## src/rtl/uart_tx_arbiter.sv

```systemverilog
// Round-robin, frame-locked arbiter sharing one UART transmitter among NUM_REQ byte sources.
// Optional per-byte watchdog enabled by defining UART_TX_ARB_TIMEOUT_EN.
module uart_tx_arbiter #(
    parameter int NUM_REQ        = 4,
    parameter int TIMEOUT_CYCLES = 200000
) (
    input  logic                   clk,
    input  logic                   rst,
    input  logic [NUM_REQ-1:0]     req,
    input  logic [NUM_REQ-1:0]     byte_vld,
    input  logic [8*NUM_REQ-1:0]   byte_data,
    output logic [NUM_REQ-1:0]     byte_ack,
    output logic [NUM_REQ-1:0]     grant,
    output logic                   busy,
    output logic                   frame_done,
    output logic [7:0]             tx_data,
    output logic                   start_tx,
    input  logic                   tx_idle,
    output logic                   timeout_err
);

    localparam int LW = (NUM_REQ > 1) ? $clog2(NUM_REQ) : 1;

    typedef enum logic [1:0] {
        IDLE    = 2'd0,
        LOAD    = 2'd1,
        WAIT_LO = 2'd2,
        WAIT_HI = 2'd3
    } state_t;

    state_t          state_r;
    logic [LW-1:0]   last_r;
    logic            win_found_s;
    logic [LW-1:0]   win_idx_s;
    logic [7:0]      lane_s;
    logic            wd_hit_s;

    // First set request after the previous winner, wrapping; last itself has lowest priority.
    function automatic logic [LW:0] rr_pick(input logic [NUM_REQ-1:0] r, input logic [LW-1:0] l);
        logic          found;
        logic [LW-1:0] w;
        logic [LW-1:0] pos;
        found = 1'b0;
        w     = l;
        for (int i = 1; i <= NUM_REQ; i++) begin
            pos = LW'((int'(l) + i) % NUM_REQ);
            if (!found && r[pos]) begin
                found = 1'b1;
                w     = pos;
            end else begin
                found = found;
            end
        end
        return {found, w};
    endfunction

    function automatic logic [NUM_REQ-1:0] onehot(input logic [LW-1:0] idx);
        return {{(NUM_REQ-1){1'b0}}, 1'b1} << idx;
    endfunction

    // Winner selection and owner lane extraction.
    always_comb begin
        {win_found_s, win_idx_s} = rr_pick(req, last_r);
    end

    assign lane_s = byte_data[{last_r, 3'b000} +: 8];

`ifdef UART_TX_ARB_TIMEOUT_EN
    localparam int TW = $clog2(TIMEOUT_CYCLES + 1);
    logic [TW-1:0] wd_cnt_r;

    // Per-byte watchdog: cleared while loading, counts through both wait states.
    always_ff @(posedge clk) begin
        if (!rst) begin
            wd_cnt_r <= {TW{1'b0}};
        end else if (state_r == LOAD) begin
            wd_cnt_r <= {TW{1'b0}};
        end else if (state_r == WAIT_LO || state_r == WAIT_HI) begin
            wd_cnt_r <= wd_cnt_r + {{(TW-1){1'b0}}, 1'b1};
        end else begin
            wd_cnt_r <= wd_cnt_r;
        end
    end

    assign wd_hit_s = (wd_cnt_r == TW'(TIMEOUT_CYCLES - 1));
`else
    assign wd_hit_s = 1'b0;
`endif

    // Arbitration and byte sequencing FSM; all outputs registered, pulses default low.
    always_ff @(posedge clk) begin
        if (!rst) begin
            state_r     <= IDLE;
            last_r      <= LW'(NUM_REQ - 1);
            grant       <= {NUM_REQ{1'b0}};
            byte_ack    <= {NUM_REQ{1'b0}};
            busy        <= 1'b0;
            frame_done  <= 1'b0;
            tx_data     <= 8'h00;
            start_tx    <= 1'b0;
            timeout_err <= 1'b0;
        end else begin
            byte_ack    <= {NUM_REQ{1'b0}};
            frame_done  <= 1'b0;
            start_tx    <= 1'b0;
            timeout_err <= 1'b0;
            case (state_r)
                IDLE: begin
                    if (win_found_s) begin
                        grant   <= onehot(win_idx_s);
                        last_r  <= win_idx_s;
                        busy    <= 1'b1;
                        state_r <= LOAD;
                    end
                end
                LOAD: begin
                    if (!req[last_r]) begin
                        grant      <= {NUM_REQ{1'b0}};
                        busy       <= 1'b0;
                        frame_done <= 1'b1;
                        state_r    <= IDLE;
                    end else if (byte_vld[last_r] && tx_idle) begin
                        tx_data  <= lane_s;
                        start_tx <= 1'b1;
                        byte_ack <= onehot(last_r);
                        state_r  <= WAIT_LO;
                    end
                end
                WAIT_LO, WAIT_HI: begin
                    // A stuck UART abandons the frame silently: no frame_done.
                    if (wd_hit_s) begin
                        timeout_err <= 1'b1;
                        grant       <= {NUM_REQ{1'b0}};
                        busy        <= 1'b0;
                        state_r     <= IDLE;
                    end else if (state_r == WAIT_LO && !tx_idle) begin
                        state_r <= WAIT_HI;
                    end else if (state_r == WAIT_HI && tx_idle) begin
                        state_r <= LOAD;
                    end
                end
                default: begin
                    grant   <= {NUM_REQ{1'b0}};
                    busy    <= 1'b0;
                    state_r <= IDLE;
                end
            endcase
        end
    end

endmodule

```

## config.mk

```make
export PLATFORM = sky130hd
export DESIGN_NAME = uart_tx_arbiter
export DESIGN_NICKNAME = d
export VERILOG_FILES = /design/src/rtl/uart_tx_arbiter.sv
export SDC_FILE = /design/constraint.sdc
export NUM_CORES = 1
export LEC_CHECK = 0
export ABC_AREA = 1
export CAP_MARGIN = 20
export CORE_MARGIN = 2
export CORE_UTILIZATION = 30
export CTS_CLUSTER_DIAMETER = 50
export DETAILED_ROUTE_END_ITERATION = 10
export DONT_BUFFER_PORTS = 1
export PLACE_DENSITY_LB_ADDON = 0.05
export SYNTH_ARGS = -nofsm -noshare
export SYNTH_HDL_FRONTEND = slang
export SYNTH_SLANG_ARGS = --single-unit
export TNS_END_PERCENT = 50
```

## constraint.sdc

```tcl
create_clock -name clk -period 4.1 [get_ports clk]
set_clock_uncertainty 0.2 [all_clocks]
set_input_delay 0.205 -clock clk [delete_from_list [all_inputs] [get_ports clk]]
set_output_delay 0.205 -clock clk [all_outputs]
set_load 0.02 [all_outputs]
```

# Yosys cells after proc, flatten, opt, wreduce, memory -nomap -nowiden
# Index checks and enable logic that the tools add are counted.
[word_totals] regBits=23 latch_bits=0 mem_bits_rw=0 romBits=0 in_bits=43 output_inout_bits=20 word_cells=81 mem_count=0
[classes] add_sub_neg=4 mul=0 div_mod_pow=0 order_cmp=5 eq_ne=7 n_shift=3 mux=34 bitwise_logic=1 n_reduce_logical=19
[ops] op="variable part select 32 x 6 -> 8 bit" count=1
[ops] op="two-way mux 2 bit" count=9
[ops] op="< comparator 2 x 3 -> 1 bit, second input constant" count=5
[ops] op="two-way mux 1 bit" count=14
[ops] op="binary-select mux 1 bit (select 2 bit)" count=6
[ops] op="AND reduction 3 bit" count=4
[ops] op="two-way mux 4 bit" count=2
[ops] op="one-hot mux 4 bit (2 select lines)" count=1
[ops] op="<< shifter 1 x 2 -> 4 bit, first input constant" count=2
[ops] op="logical AND 1 bit" count=6
[ops] op="inequality test 3 bit, second input constant" count=2
[ops] op="one-hot mux 2 bit (3 select lines)" count=1
[ops] op="adder 2 x 1 -> 2 bit, second input constant" count=2
[ops] op="adder 2 bit, second input constant" count=2
[ops] op="== test 2 bit, second input constant" count=2
[ops] op="logical NOT 1 bit" count=4
[ops] op="inequality test 2 bit, second input constant" count=2
[ops] op="AND reduction 2 bit" count=2
[ops] op="AND reduction 4 bit" count=1
[ops] op="== test 2 x 1 -> 1 bit, second input constant" count=1
[ops] op="logical NOT 2 bit" count=1
[ops] op="one-hot mux 1 bit (2 select lines)" count=1
[ops] op="OR reduction 2 bit" count=1
[ops] op="NOT 1 bit" count=1

# Depth between registers and ports, before layout
[depth] depth_word=16 mapped_depth=13 ltp_nobuf=12

# Least setup slack after synthesis
# OpenSTA, ideal clock, no wires.
[synth_timing] path_kind="reg2reg" start="reg last_r[1]" end="reg last_r[0]" setup_time_ps=123 arrival_time_ps=1274 required_ps=3777 setup_slack_ps=2503 path_stages_with_launch=13 path_buffers=1 synth_period_minus_slack_ps=1597 path_cell_list="dfxtp_1 buf_6 inv_4 nand2_4 nand2_4 nand2_4 nand2_8 nor2_4 nand3_4 nand2_4 nor2_4 a21oi_1 nand2_1"
[synth_via] elab_chain_len=14 word_cells_on_any_way=27 cone_classes="add/sub (4); mux (16); reduce/logical (7)"
[synth_rtl] item="from (decl)" line="32" rtl="logic [LW-1:0] last_r;"
[synth_rtl] item="from (signal assigned)" line="94" rtl="last_r <= LW'(NUM_REQ - 1);"
[synth_rtl] item="from (signal assigned)" line="111" rtl="last_r <= win_idx_s;"
[synth_rtl] item="adder 2 x 1 -> 2 bit" line="46" rtl="pos = LW'((int'(l) + i) % NUM_REQ);"
[synth_rtl] item="binary-select mux 1 bit (select 2 bit)" line="47" rtl="if (!found && r[pos]) begin"
[synth_rtl] item="two-way mux 1 bit (implied by the code)" line="47"
[synth_rtl] item="two-way mux 1 bit" line="47"
[synth_rtl] item="logical NOT 1 bit" line="47"
[synth_rtl] item="logical AND 1 bit" line="47"
[synth_rtl] item="two-way mux 1 bit" line="47"
[synth_rtl] item="logical NOT 1 bit" line="47"
[synth_rtl] item="logical AND 1 bit" line="47"
[synth_rtl] item="two-way mux 1 bit" line="47"
[synth_rtl] item="logical NOT 1 bit" line="47"
[synth_rtl] item="logical AND 1 bit" line="47"
[synth_rtl] item="two-way mux 1 bit" line="47"
[synth_rtl] item="AND reduction 2 bit (no source line)"
# Parallel ways exist; a longest one is shown, timed or not. The select of a mux whose other input is x is not followed.
# A chain may end at the register's enable or synchronous reset.

# Worst setup path in the final report
[layout_timing] start="reg last_r[0]" end="reg tx_data[2]"
[layout_via] elab_chain_len=4 word_cells_on_any_way=7 cone_classes="shift (1); mux (4); reduce/logical (2)"
[layout_rtl] item="parallel branches: the longest is 4 deep, another holds variable part select 32 x 6 -> 8 bit"
[layout_rtl] item="to (signal assigned)" line="123" rtl="tx_data <= lane_s;"
[layout_rtl] item="to (decl)" line="16" rtl="output logic [7:0] tx_data,"
# Several ways; the timed one is not identified. The select of a mux whose other input is x is not followed.

==> key figures <==
Routing
  – Routed len/inst: about 14 µm
  – Vias/cell: between 4 and 5
  – Initial DRC count: 55
  – Vias post-DR: roughly 1500
  – Post-Route WL: between 3000 and 4000 µm
  – Drt drc: 0
  – Drt pass-1 iters: 6
  – Remaining antenna violation count after routing: 0

Clock tree
  – Post-CTS Resized: 0
  – Bufs on Longest Clock Path: 2
  – H-tree Lvls: 1
  – Post-CTS Setup Bufs: 0
  – Inserted Clock Buffers: 3
  – TritonCTS clock tree: built
  – Hold_buf cts: 15
  – Root Driver: clkbuf_8
  – Clk pin slew, worst setup/hold paths: ~0.09 ns
  – Sink Count: 23
  – Latest clock arrival within the worst-skew pair: 0.27 ns

Power and ir drop
  – NetSw: roughly 670 µW
  – Peak supply drop: roughly 0.00024 V
  – Combinational share of power: between 60% and 70%
  – Static Leak: around 0.00075 µW
  – Flop pwr share: ~28%
  – Sw Share: 52.9%
  – Clk pwr share: 11.7%
  – Cell Pwr Density: 730 nW/µm²
  – PnR Total Power: 1270 µW
  – Internal Power: approximately 600 µW

Setup path
  – WS Path Type: reg -> reg
  – Crit. End Element: flop
  – Worst-path fanout max: 26
  – Setup crit start kind: flop
  – CP arrival: roughly 2.6 ns
  – Critical path required time: roughly 4.1 ns

Logic synthesis
  – Mapped Area: about 1500 µm²
  – Mean Syn Cell Area: ~7 µm²
  – Cells after Synth: between 200 and 250
  – Synth area leaders: dfxtp_1 (30%), nand2_1 (14%), nand2_4 (8.1%)
  – Synthesis Warnings: 0
  – Seq/Total Area, Yosys: 30.1%
  – Syn Nets: ~260
  – Top-area cell type share of the netlist area: between 30% and 40%
  – Cell variety after synth: 25
  – Leading area contributor after synthesis: dfxtp_1
  – Flops & latches, synth: 23

Timing
  – Min cycle time layout: 2.53 ns
  – Hold Vio Cnt, Final: 0
  – Final setup vio count: 0
  – RSZ-0062 raised after global routing: no
  – Fmax: 0.395 GHz
  – Setup TNS: 0 ns
  – Worst Slack Setup Final: ~1.6 ns
  – Final Max Slew Viols: 0
  – Tcrit/Tclk final: approximately three fifths

Layout
  – Layout cells sized above 1: approximately 17%
  – Commonest non-fill, non-tap cell in the layout: nand2_1
  – ANT cells: 0
  – Commonest cells after routing, fill and taps aside: nand2_1 (58), nand3_1 (24), dfxtp_1 (23)
  – Fill cell count: about 540
  – Nets@finish: 271
  – Non-Filler Instances: 294
  – Area grow syn2layout: 14.0%
  – Footprint of the multi-input gates: about 930 µm²
  – Flip-flop and latch area: approximately 460 µm²

Floorplan
  – I/O Pins: between 60 and 70
  – Die height: between 70 and 80 µm
  – Die W: roughly 75 µm
  – Initial Util: a little under a third
  – Core ar.: about 4800 µm²
  – Full die area: ~5700 µm²
  – Std-Cell Rows: 25

Placed design
  – Gpl congestion: around 0.83
  – Dpl cells: around 280
  – Worst slack at placement: 2.02 ns
  – Port Buffers: 0
  – Final HPWL DP: 2940 µm

Worst hold path
  – HP Class: in -> reg

Global route
  – Global route overflow: 0
  – Initial antenna violation count: 0
  – Largest net degree at the start of global routing: 33
  – GRT Util Overall: roughly 15%
  – First-pass GRT wire length: between 6000 and 7000 µm
  – Vias in the first global route: approximately 1400

Outcome
  – Run status: finished clean

Job
  – Max-Cap Viols: 0
## area by class of cell
class	instances	area share [%]
inverters	13	3.08
flip-flops and latches	23	26.4
multi-input cells	170	53.4
clock buffers	3	2.37
clock inverters	1	0.430
repair buffers	17	9.47
well taps	67	4.81
## kinds of logic (layout without fill, tap and decap cells)
group | count (synthesis) | after routing | share of synthesized area, %
flops | 23 | 23 | 30.1
simple gates | 125 | 125 | 44.8
compound gates | 44 | 44 | 15.9
buf+inv | 25 | 34 | 8.99
other cells | 1 | 1 | 0.245
## stage by stage
step                      instance area (µm²)  hold slack, ns  utilization, %
after floorplan                          1530           0.143               -
after global placement                   1550          0.0801            32.1
after detailed placement                 1550          0.0790            32.1
after CTS                                1740          0.0201            36.2
after global routing                     1740         0.00629            36.2
final                                    1740          0.0158            36.2
## cells in the mapped netlist, drive strengths merged
| cell | n |
|---|---|
| clkbuf | 5 |
| a31oi | 16 |
| o21bai | 1 |
| inv | 13 |
| nor2 | 16 |
| nand3 | 28 |
| conb | 1 |
| a21oi | 17 |
| buf | 7 |
| nand4 | 4 |
| o21ai | 10 |
| dfxtp | 23 |
| nand2 | 77 |
## final timing paths
check | start | endpoint | slack, ns | cells past startpoint
worst max-delay path | last_r[0] | tx_data[2] | 1.57 | 8
worst min-delay path | byte_data[27] | tx_data[3] | 0.02 | 2
worst max register to register | last_r[0] | tx_data[2] | 1.57 | 8
worst min register to register | last_r[1] | last_r[1] | 0.31 | 2
## power by group through the flow
stage                     Clock [µW]  Combinational (µW)  Sequential (µW)
after floorplan                    0                 659              346
after global placement             0                 751              357
after detailed placement           0                 758              357
after CTS                        155                 783              352
after global routing             165                 874              357
final                            149                 775              350
## sequential cells by signal, indices dropped and copies added, names as in the netlist
name	count
state_r	2
last_r	2
byte_ack	4
frame_done	1
grant	4
start_tx	1
tx_data	8
busy	1
## critical path, cell delays in order, from the launching register on
cell and delay [ns]:
dfxtp_1 0.33, inv_2 0.33, nand2_1 0.18, nand3_2 0.14, nand3_2 0.12, nor2_4 0.33, o21ai_1 0.10, a31oi_1 0.16
dlygate4sd3_1 0.57
## per-layer routing
metal  wire length [µm]  GRT usage (%)
met5                  0              0
met4                 16           2.34
met3                298           5.16
met2               1950           26.0
met1               1720           18.5
(Power assumes the default switching activity.)
